### src/rtl/vga_timing_gen.sv
// VGA raster timing generator: pixel-rate divider, h/v counters for the renderers,
// and a one-pixel-late registered output stage (syncs, blank, RGB) for the DAC.
module vga_timing_gen #(
    parameter int CLK_DIV = 2,
    parameter int H_VIS   = 640,
    parameter int H_FP    = 16,
    parameter int H_SYNC  = 96,
    parameter int H_BP    = 48,
    parameter int V_VIS   = 480,
    parameter int V_FP    = 10,
    parameter int V_SYNC  = 2,
    parameter int V_BP    = 33
) (
    input  logic        clk,
    input  logic        reset,
    input  logic [7:0]  R_in,
    input  logic [7:0]  G_in,
    input  logic [7:0]  B_in,
    output logic [9:0]  h_counter,
    output logic [9:0]  v_counter,
    output logic        video_on,
    output logic        vga_clk,
    output logic        hsync,
    output logic        vsync,
    output logic        blank_n,
    output logic [7:0]  R_out,
    output logic [7:0]  G_out,
    output logic [7:0]  B_out,
    output logic        frame_start,
    output logic [15:0] frame_count
);

    localparam int H_TOTAL = H_VIS + H_FP + H_SYNC + H_BP;
    localparam int V_TOTAL = V_VIS + V_FP + V_SYNC + V_BP;
    localparam int DIV_W   = $clog2(CLK_DIV);

    localparam logic [DIV_W-1:0] DIV_LAST = DIV_W'(CLK_DIV - 1);
    localparam logic [DIV_W-1:0] DIV_HALF = DIV_W'(CLK_DIV / 2);
    localparam logic [9:0] H_LAST     = 10'(H_TOTAL - 1);
    localparam logic [9:0] V_LAST     = 10'(V_TOTAL - 1);
    localparam logic [9:0] H_VIS_C    = 10'(H_VIS);
    localparam logic [9:0] V_VIS_C    = 10'(V_VIS);
    localparam logic [9:0] HS_START   = 10'(H_VIS + H_FP);
    localparam logic [9:0] HS_END     = 10'(H_VIS + H_FP + H_SYNC);
    localparam logic [9:0] VS_START   = 10'(V_VIS + V_FP);
    localparam logic [9:0] VS_END     = 10'(V_VIS + V_FP + V_SYNC);

    logic [DIV_W-1:0] div_q, div_d;
    logic [9:0]       h_q, h_d;
    logic [9:0]       v_q, v_d;
    logic             hsync_q, hsync_d;
    logic             vsync_q, vsync_d;
    logic             blank_n_q, blank_n_d;
    logic [7:0]       r_q, r_d;
    logic [7:0]       g_q, g_d;
    logic [7:0]       b_q, b_d;
    logic             frame_start_q, frame_start_d;
    logic [15:0]      frame_count_q, frame_count_d;

    logic pix_tick;
    logic h_end;
    logic v_end;
    logic vis;

    assign pix_tick = (div_q == DIV_LAST);
    // >= rather than == so an out-of-range count still wraps instead of running away
    assign h_end    = (h_q >= H_LAST);
    assign v_end    = (v_q >= V_LAST);
    assign vis      = (h_q < H_VIS_C) && (v_q < V_VIS_C);

    always_comb begin
        div_d         = pix_tick ? '0 : div_q + 1'b1;
        h_d           = h_q;
        v_d           = v_q;
        hsync_d       = hsync_q;
        vsync_d       = vsync_q;
        blank_n_d     = blank_n_q;
        r_d           = r_q;
        g_d           = g_q;
        b_d           = b_q;
        frame_start_d = 1'b0;
        frame_count_d = frame_count_q;

        if (pix_tick) begin
            h_d = h_end ? 10'd0 : h_q + 10'd1;
            if (h_end) begin
                v_d = v_end ? 10'd0 : v_q + 10'd1;
            end
            // Output stage sees the pre-increment position, giving the one-pixel pin lag
            hsync_d   = !((h_q >= HS_START) && (h_q < HS_END));
            vsync_d   = !((v_q >= VS_START) && (v_q < VS_END));
            blank_n_d = vis;
            r_d       = vis ? R_in : 8'd0;
            g_d       = vis ? G_in : 8'd0;
            b_d       = vis ? B_in : 8'd0;
            if (h_end && v_end) begin
                frame_start_d = 1'b1;
                frame_count_d = frame_count_q + 16'd1;
            end
        end
    end

    always_ff @(posedge clk or posedge reset) begin
        if (reset) begin
            div_q         <= '0;
            h_q           <= 10'd0;
            v_q           <= 10'd0;
            hsync_q       <= 1'b1;
            vsync_q       <= 1'b1;
            blank_n_q     <= 1'b0;
            r_q           <= 8'd0;
            g_q           <= 8'd0;
            b_q           <= 8'd0;
            frame_start_q <= 1'b0;
            frame_count_q <= 16'd0;
        end else begin
            div_q         <= div_d;
            h_q           <= h_d;
            v_q           <= v_d;
            hsync_q       <= hsync_d;
            vsync_q       <= vsync_d;
            blank_n_q     <= blank_n_d;
            r_q           <= r_d;
            g_q           <= g_d;
            b_q           <= b_d;
            frame_start_q <= frame_start_d;
            frame_count_q <= frame_count_d;
        end
    end

    assign h_counter   = h_q;
    assign v_counter   = v_q;
    assign video_on    = vis;
    assign vga_clk     = (div_q >= DIV_HALF);
    assign hsync       = hsync_q;
    assign vsync       = vsync_q;
    assign blank_n     = blank_n_q;
    assign R_out       = r_q;
    assign G_out       = g_q;
    assign B_out       = b_q;
    assign frame_start = frame_start_q;
    assign frame_count = frame_count_q;

endmodule

### config.mk
export PLATFORM = sky130hd
export DESIGN_NAME = vga_timing_gen
export DESIGN_NICKNAME = d
export VERILOG_FILES = /design/src/rtl/vga_timing_gen.sv
export SDC_FILE = /design/constraint.sdc
export NUM_CORES = 1
export LEC_CHECK = 0
export ABC_CLOCK_PERIOD_IN_PS = 4400
export BUFFER_PORTS_ARGS = -buffer_cell sky130_fd_sc_hd__buf_2
export CAP_MARGIN = 20
export CORE_MARGIN = 1.5
export CORE_UTILIZATION = 55
export DETAILED_ROUTE_END_ITERATION = 7
export GPL_ROUTABILITY_DRIVEN = 0
export GPL_TIMING_DRIVEN = 0
export PLACE_DENSITY = 0.82
export SLEW_MARGIN = 20
export SYNTH_ARGS = -nofsm -noshare
export SYNTH_HDL_FRONTEND = slang
export SYNTH_SLANG_ARGS = --single-unit
### constraint.sdc
create_clock -name clk -period 4.4 [get_ports clk]
set_clock_uncertainty 0.05 [all_clocks]
set_input_delay 0 -clock clk [delete_from_list [all_inputs] [get_ports clk]]
set_output_delay 0 -clock clk [all_outputs]
set_load 0.05 [all_outputs]
Yosys cells after proc, flatten, opt, wreduce, memory -nomap -nowiden
Cells that the tools add are included.

storage, ports and cells
  register bits = 65
  latch bits = 0
  RAM bits = 0
  memory bits (read-only) = 0
  output and inout port bits = 66
  word-level logic and storage cells = 40
  memories = 0

cells by class
  $add $sub $neg = 4
  $mul = 0
  divide/modulo/power cells = 0
  order comparisons = 9
  eq/ne operators = 0
  shift operators = 0
  muxes and demuxes = 8
  bitwise logic cells = 0
  reduce and logical (&&, ||, !) cells = 8

operators by type and width
  kind                                                         number
  >= comparator 10 bit, second input constant                  3
  two-way mux 8 bit                                            3
  adder 10 x 1 -> 10 bit, second input constant                2
  less-than comparator 10 bit, second input constant           2
  less-than comparator 10 x 9 -> 1 bit, second input constant  2
  two-way mux 10 bit                                           2
  adder 16 x 1 -> 16 bit, second input constant                1
  >= comparator 10 x 9 -> 1 bit, second input constant         1
  logical AND 1 bit                                            4
  AND reduction 2 bit                                          2
  two-way mux 1 bit                                            3
  logical NOT 1 bit                                            2
  adder 1 bit, second input constant                           1
  >= comparator 1 bit, second input constant                   1

Depth between registers and ports, before layout
Gate-level depths: netlist of the first run.

  word-level depth = 4
  depth in mapped cells = 6

Worst setup path after synthesis of the first run
Ideal clock, no wire load.

  kind = reg2reg
  start = register h_q[0], in the netlist h_counter[0]
  end = register v_q[8], in the netlist v_counter[8]
  library setup time = 0.121 ns
  arrival = 2.057 ns
  data required time = 4.229 ns
  path slack = 2.172 ns
  stages on the path, launching flop included = 7
  path buffers = 1
  period minus slack after synthesis = 2.228 ns
  path through = dfrtp_1 ha_1 and4_1 o41ai_4 buf_2 nor2_1 a22o_1

on the way
  longest elaborated chain between the ends = 2

RTL lines
  what                           line  text
  from (decl)                    49    logic [9:0] h_q, h_d;
  from (signal assigned)         106   h_q <= 10'd0;
  from (signal assigned)         118   h_q <= h_d;
  >= comparator 10 bit           67    assign h_end = (h_q >= H_LAST);
  AND reduction 2 bit (no line)  -
  to (signal assigned)           119   v_q <= v_d;
  to (decl)                      50    logic [9:0] v_q, v_d;

Every way passes these cells.
A chain may end at the register's enable or synchronous reset.

Worst setup path in the final report of the first run
  start = register v_q[7], in the netlist v_counter[7]
  end = output port video_on

on the way
  longest elaborated chain between the ends = 2

RTL lines
  what                                  line  text
  less-than comparator 10 x 9 -> 1 bit  69    assign vis = (h_q < H_VIS_C) && (v_q < V_VIS_C);
  logical AND 1 bit                     69
  to (decl)                             21    output logic video_on,

Every way passes these cells.

==> out/summary.txt, run 1 <==
I/O pins: 92
Clk_lat worst skew: 0.34 ns
Vias/cell: 5.595
Clock network fraction of total power: 43.9%
Total Routed Length: 7828 um
Slew HR: 52.19%
Crit start category: register
Data arrival, critical path: 2.42 ns
# rows: 26
Xor/xnor share of the synthesized area: 6.067%
Register area share after synthesis: 53.74%
Count of cell types in the netlist: 47
Initial antenna violation count: 0
DRC viols: 0
WP data required: 4.35 ns
Max incr delay on CP: 0.44 ns
Tcrit/Tclk final: 56.09%
RSZ-0062 raised after global routing: no
Async SR Flop Fraction: 100.0%
Fmax: 405.2 MHz
Crit path max fanout: 10
PD cells: 317.3 nW/um^2
IO buf count: 91
Htree depth: 3
Crit path top cell by count: buf_2
Worst Hold Class: in2async
Final setup vio count: 0
Synth area leader: dfrtp_1
Power share of the combinational group: 8.5%
Kind of critical path: reg2out
Worst-path clk slew: 0.07 ns
Sequential share of power: 47.6%
Delay-heaviest family, CP: simple AND/OR/NAND/NOR gates
Overall die area: 5967 um^2
Share of the synthesized area in the top cell type: 52.00%
Largest net degree at the start of global routing: 40
Status: finished, final reports clean
CP cell instances: and3_1 -> and2_1 -> or3b_2 -> clkbuf_1 -> buf_2 -> inv_1 -> buf_2
Number of cells on the critical path: 7
Antenna Cells: 0
Total grt overflow: 0
Post-synth EDFFs: 0
Clk sinks: 65
Starting density of the core: 58.25%
Syn. warnings: 0
Clk root buf: clkbuf_8
Core box area: 5205 um^2
Tmin final: 2.468 ns
Pint: 0.9821 mW
Vias in the first global route: 2706
ANT nets after route: 0
Global Route Usage Sum: 27.80%
Initial DRC Count: 187
Syn_area_per_cell: 10.79 um^2
Area Overhead vs Synth: 34.21%
Lkg Pwr: 2.007 nW
Synth Area in Compound Gates: 15.39%
Overall Power: 1.291 mW
Fin. Hold Viols: 0
Main combinational cell family by area after synthesis: simple AND/OR/NAND/NOR gates
Reg2reg path depth: 6
Primary flip-flop cell chosen by synthesis mapping: dfrtp_1
Syn Inst Count: 281
Top post-synthesis cells by area: dfrtp_1, o2bb2ai_1, nand2_1
Fraction of layout cells with a size suffix above 1: 29.71%
Slew Limit Fails: 0
Critical Path Sink Type: output pin
Final #Nets: 440
Post-DR wirelength/cell: 16.17 um
Max Root-Sink Buffers: 2
DP Area: 3597 um^2
Mux share of post-synthesis cell area: 1.032%
Drt pass-1 iters: 4
Switch share: 23.93%
Worst path buffer plus inverter count: 4
Simple-gate share of the synthesized area: 18.32%
Syn nets: 312
Cell Area, Synth: 3032 um^2
Final HPWL DP: 5094 um
Yosys reg bits: 65
Critical path's slowest cell: dfrtp_1
Die Wd: 77.25 um
Num CTS Buffers: 9
Fin area: 4069 um^2
Max-Cap Viols: 0
Worst Max-Slew Pin Slew: 0.7146 ns
CTS tree: done
Final setup TNS: 0 ns
Synth Area in Adders: 2.064%
Die Height: 77.25 um
Postcts setup bufs: 0
First-pass GRT wire length: 12990 um
DR vias: 2708
Worst VDD drop: 0.0002261 V
Net Sw Power: 0.3090 mW
[through the flow]
| stage | std cells | hold WS (ns) | utilization (%) | setup slack (ns) |
|---|---|---|---|---|
| 5_1_grt | 484 | 0.1959 | 78.17 | 1.843 |
| 3_5_place_dp | 443 | -0.04698 | 69.11 | 2.020 |
| 6_report | 484 | 0.1336 | 78.17 | 1.932 |
| 3_3_place_gp | 442 | 0.1904 | 68.68 | 1.971 |
| 2_1_floorplan | 281 | 0.08680 | - | 2.172 |
| 4_1_cts | 484 | 0.1437 | 78.17 | 1.971 |
[cell usage after synthesis (2+ instances only)]
cell type,n
dfrtp_1,63
nand2_1,38
o2bb2ai_1,25
xor2_1,15
nor2_1,14
nand3_1,10
nor4_1,10
clkbuf_1,9
nand4_1,8
o21ai_0,8
inv_1,7
and3_1,6
nor3_1,6
xnor2_1,6
ha_1,5
and4_1,4
buf_2,4
a21oi_1,3
a22o_1,3
and2_1,3
a2bb2oi_1,2
a31oi_1,2
buf_1,2
dfstp_2,2
mux2i_1,2
o31ai_2,2
or3_1,2
[kinds of logic (layout without fill, tap and decap cells)]
| group | Yosys count | after routing |
|---|---|---|
| AND/OR/NAND/NOR | 109 | 109 |
| XOR/XNOR | 21 | 21 |
| flip-flops | 65 | 65 |
| multiplexers | 3 | 3 |
| AO/OA/AOI/OAI | 54 | 54 |
| adder cells (fa/ha/maj) | 5 | 5 |
| buffers and inverters | 24 | 157 |
[power groups by stage]
stage          logic [mW]  registers (mW)  clock network (mW)
2_1_floorplan      0.0186           0.666                   0
3_5_place_dp       0.0912           0.626                   0
4_1_cts             0.108           0.614               0.571
3_3_place_gp       0.0870           0.625                   0
5_1_grt             0.117           0.616               0.592
6_report            0.109           0.615               0.567
[per-layer routing]
| metal | share of wire, % | GRT usage (%) | up-vias |
|---|---|---|---|
| met4 | 2.7 | 12.73 | 0 |
| met5 | 0 | 0 | - |
| met1 | 42 | 35.56 | 1331 |
| met2 | 51 | 46.32 | 92 |
| met3 | 4.3 | 4.405 | 19 |
| li1 | - | - | 1266 |
[placed cells by master (no fill, tap or decap), drive strengths merged, types with 10 or more instances in the layout]
cell type and count:
buf 99, clkbuf 21, dfrtp 63, dlygate4sd3 25, nand2 39, nand3 11
nor2 15, nor4 10, o2bb2ai 25, xor2 15
[final timing paths]
path | end | startpoint | slack, ns
worst max-delay path | video_on | v_counter[7] | 1.93
worst min-delay path | B_out[5] | reset | 0.13
worst max register to register | v_counter[2] | h_counter[0] | 2.01
worst min register to register | frame_count[15] | frame_count[15] | 0.42
max in group asynchronous | hsync | reset | 3.59
min in group clk | G_out[5] | G_in[5] | 0.40
[worst reg2reg max path, cell delays in order, from the launching register on]
cell	delay (ns)
dfrtp_1	0.46
ha_1	0.27
and4_1	0.20
o41ai_4	0.59
buf_2	0.37
nor2_1	0.11
a22o_1	0.22
[area by class of cell]
| type | count | area [um^2] |
|---|---|---|
| Buffer | 16 | 72.57 |
| Clock buffer | 12 | 145.1 |
| Clock inverter | 4 | 76.32 |
| Fill cell | 348 | 1136 |
| Inverter | 8 | 32.53 |
| Multi-Input combinational cell | 192 | 1300 |
| Sequential cell | 65 | 1629 |
| Tap cell | 70 | 87.58 |
| Timing Repair Buffer | 117 | 725.7 |
[flip-flops by register name, indices dropped and copies added, names as in the netlist]
| register | count |
|---|---|
| frame_count | 16 |
| G_out | 8 |
| B_out | 8 |
| frame_start | 1 |
| blank_n | 1 |
| v_counter | 10 |
| h_counter | 10 |
| div_q | 1 |
| vsync | 1 |
| hsync | 1 |
| R_out | 8 |
[repair_timing]
| action | CTS | global route |
|---|---|---|
| hold buffers | 25 | 0 |
| endpoints found under the hold margin | 87 | 0 |
| endpoints found under the setup margin | 0 | 0 |
| gates resized for setup | 0 | 0 |
No activity file was read; power rests on OpenSTA's default activity.
==> run 2: changes to the inputs <==
--- a/config.mk
+++ b/config.mk
@@ -5,15 +5,16 @@
 export SDC_FILE = /design/constraint.sdc
 export NUM_CORES = 1
 export LEC_CHECK = 0
-export ABC_CLOCK_PERIOD_IN_PS = 4400
+export ABC_AREA = 1
+export ABC_CLOCK_PERIOD_IN_PS = 2300
 export BUFFER_PORTS_ARGS = -buffer_cell sky130_fd_sc_hd__buf_2
 export CAP_MARGIN = 20
 export CORE_MARGIN = 1.5
-export CORE_UTILIZATION = 55
+export CORE_UTILIZATION = 52
 export DETAILED_ROUTE_END_ITERATION = 7
 export GPL_ROUTABILITY_DRIVEN = 0
 export GPL_TIMING_DRIVEN = 0
-export PLACE_DENSITY = 0.82
+export PLACE_DENSITY = 0.76
 export SLEW_MARGIN = 20
 export SYNTH_ARGS = -nofsm -noshare
 export SYNTH_HDL_FRONTEND = slang
==> constraint.sdc (replaced) <==
create_clock -name clk -period 2.3 [get_ports clk]
set_clock_uncertainty 0.05 [all_clocks]
set_input_delay 0 -clock clk [delete_from_list [all_inputs] [get_ports clk]]
set_output_delay 0 -clock clk [all_outputs]
set_load 0.05 [all_outputs]
==> run 2 against run 1 <==
  * Non-clock buffer count decreased by 3
  * Critical path depth decreased by 2
  * Sequential cell count unchanged
  * Core utilization decreased by 8.9 points
  * Largest power group unchanged
  * Highest routed layer unchanged
==> out/summary.txt, run 2 <==
Status: finished, final reports clean
Crit path top cell by count: buf_2
Power share of the combinational group: 9.3% (+0.8 points)
Crit start category: register
Initial antenna violation count: 0 (unchanged)
Max incr delay on CP: 0.46 ns (+0.02 ns)
Most frequent cells in the layout: nand2_1, buf_2, dfrtp_1, nand3_1, inv_1
Fmax: 504.3 MHz
Switch share: 26.00% (+2.1 points)
Antenna Cells: 0 (unchanged)
DRC viols: 0 (unchanged)
Net Sw Power: 0.5797 mW (+88%)
Max-Cap Viols: 0 (unchanged)
Post-DR wirelength/cell: 13.32 um (-18%)
DP Area: 3933 um^2 (+9.3%)
Post-synth EDFFs: 0 (unchanged)
Clk sinks: 65 (unchanged)
Worst-path clk slew: 0.08 ns (about the same)
Register area share after synthesis: 48.62% (-5.1 points)
Async SR Flop Fraction: 100.0% (unchanged)
Core box area: 6277 um^2 (+21%)
Most common cell in the synthesized netlist: nand2_1
Vias/cell: 5.166 (-7.7%)
Max Root-Sink Buffers: 2 (unchanged)
Vias in the first global route: 3065 (+13%)
Worst VDD drop: 0.0003574 V (+58%)
RR Endpoint: frame_count[8]
Worst Hold Class: in2async
Global Route Usage Sum: 25.66% (-2.1 points)
ANT nets after route: 0 (unchanged)
Largest net degree at the start of global routing: 50 (+25%)
Final #Nets: 587 (+33%)
Fin. Hold Viols: 0 (unchanged)
IO buf count: 91 (unchanged)
List of most frequent post-synthesis cells: nand2_1, dfrtp_1, nand3_1
Lkg Pwr: 2.271 nW (+13%)
Tmin final: 1.983 ns
Pint: 1.650 mW (+68%)
Worst Setup SP: v_counter[9]
CP cell instances: inv_1 -> nand3_1 -> a21oi_2 -> buf_2 -> buf_2
Commonest non-fill, non-tap cell in the layout: nand2_1
Share of the synthesized area in the top cell type: 47.05% (-5.0 points)
Critical path's slowest cell: dfrtp_1
PD cells: 513.0 nW/um^2 (+62%)
R2r setup slk: 0.61 ns (-1.40 ns)
Starting density of the core: 53.38% (-4.9 points)
DR vias: 3291 (+22%)
Syn_area_per_cell: 7.829 um^2 (-27%)
Critical Path Sink Type: output pin
Primary flip-flop cell chosen by synthesis mapping: dfrtp_1
Die Height: 83.27 um (+7.8%)
Total grt overflow: 0 (unchanged)
Slew HR: 69.85% (+18 points)
Crit path max fanout: 10 (unchanged)
CTS tree: done
Num CTS Buffers: 9 (unchanged)
Syn nets: 459 (+47%)
Fin area: 4345 um^2 (+6.8%)
Total Routed Length: 8486 um (+8.4%)
Die Wd: 83.27 um (+7.8%)
I/O pins: 92 (unchanged)
First-pass GRT wire length: 14150 um (+8.9%)
Final setup TNS: 0 ns (unchanged)
Clock network fraction of total power: 37.9% (-6.0 points)
Worst path buffer plus inverter count: 3 (-1)
Worst Max-Slew Pin Slew: 0.4523 ns (-0.2623 ns)
DP Worst Slack: 0.5995 ns (-1.420 ns)
Htree depth: 3 (unchanged)
Worst R2R Start: frame_count[0]
WP data required: 2.25 ns (-2.10 ns)
Drt pass-1 iters: 4 (unchanged)
Area taken by flip-flops and latches: 1629 um^2 (unchanged)
Delay-heaviest family, CP: buffers and inverters
Kind of critical path: reg2out
Final setup vio count: 0 (unchanged)
Cell Area, Synth: 3351 um^2 (+11%)
Initial DRC Count: 172 (-8.0%)
Final HPWL DP: 5705 um (+12%)
Max reg flops: 16 (unchanged)
Data arrival, critical path: 1.93 ns (-0.49 ns)
RSZ-0062 raised after global routing: no
Area occupied by multi-input gates: 1484 um^2 (+14%)
Clk root buf: clkbuf_8
Post-CTS sizing: 0 (unchanged)
Overall Power: 2.229 mW (+73%)
Area Overhead vs Synth: 29.69%
Syn Inst Count: 428 (+52%)
Overall die area: 6934 um^2 (+16%)
Slew Limit Fails: 0 (unchanged)
Fraction of layout cells with a size suffix above 1: 23.21% (-6.5 points)
Synth area leader: dfrtp_1
Fill cells: 554 (+59%)
# rows: 29 (+12%)
Tcrit/Tclk final: 86.22%
Count of cell types in the netlist: 28 (-40%)
Clk_lat worst skew: 0.35 ns (about the same)
Hold Worst Slack: 0.08683 ns (-0.04675 ns)
Yosys reg bits: 65 (unchanged)
Sequential share of power: 52.8% (+5.2 points)
Reg2reg path depth: 7 (+1)
Final setup margin: 0.3170 ns (-1.615 ns)
Syn. warnings: 0 (unchanged)
Top post-synthesis cells by area: dfrtp_1, nand2_1, nand3_1
==> run 2: cell count changes in the layout (fill, tap and decap cells not counted), sizes merged, moves of 5 or more <==
cell,delta
nand2,+118
nand3,+44
inv,+34
o2bb2ai,-25
nor2,+19
o21ai,+14
nor4,-10
clkbuf,-7
and3,-6
xor2,-5
==> run 2: power groups by stage <==
stage | Clock [mW] | Sequential, mW | Combinational, mW
3_3_place_gp | 0 | 1.20 | 0.166
4_1_cts | 0.859 | 1.18 | 0.208
2_1_floorplan | 0 | 1.27 | 0.0353
5_1_grt | 0.897 | 1.18 | 0.222
6_report | 0.844 | 1.18 | 0.208
3_5_place_dp | 0 | 1.20 | 0.175
==> run 2: worst register-to-register path, stage by stage, from the launching register on <==
cell     delay, ns
dfrtp_1       0.47
ha_1          0.28
nand2_1       0.09
nor2_1        0.28
nand2_1       0.12
xor2_1        0.16
nand2_1       0.06
o21ai_0       0.06
==> run 2: worst max path at each step <==
stage | end | slack (ns) | depth (start not counted)
after floorplan | frame_count[3] | 0.48 | 9
after global placement | v_counter[6] | -0.19 | 2
after detailed placement | frame_count[8] | 0.60 | 7
after CTS | video_on | 0.33 | 5
after global routing | video_on | 0.24 | 5
final | video_on | 0.32 | 5
==> run 2: layout make-up <==
cell class	instances	area share (%)
Clock inverter	3	0.4031
Multi-Input combinational cell	309	34.15
Tap cell	77	2.217
Timing Repair Buffer	117	16.87
Buffer	13	1.929
Clock buffer	12	3.340
Inverter	41	3.599
Sequential cell	65	37.49
==> run 2: timing repair <==
item,in CTS,in global routing
endpoints found under the setup margin,0,0
endpoints found under the hold margin,87,0
hold buffers,25,0
buffers inserted,0,0
==> run 2: stage by stage <==
stage,instances,util (%)
after global placement,596,62.17
after CTS,637,69.22
after floorplan,428,-
after global routing,637,69.22
after detailed placement,597,62.65
final,637,69.22
==> run 2: logic make-up after synthesis <==
| logic type | count (synthesis) | synth area share [%] |
|---|---|---|
| flops | 65 | 48.62 |
| buf+inv | 54 | 7.095 |
| compound gates | 30 | 4.817 |
| xor+xnor | 12 | 3.137 |
| simple gates | 262 | 34.47 |
| fa+ha+maj | 5 | 1.867 |
==> run 2: per-layer routing <==
layer / global-route usage [%] / share of wire [%] / vias up
li1: - / - / 1616
met4: 15.15 / 3.3 / 0
met5: 0 / 0 / -
met3: 4.672 / 4.9 / 29
met1: 32.35 / 43 / 1534
met2: 41.32 / 49 / 112
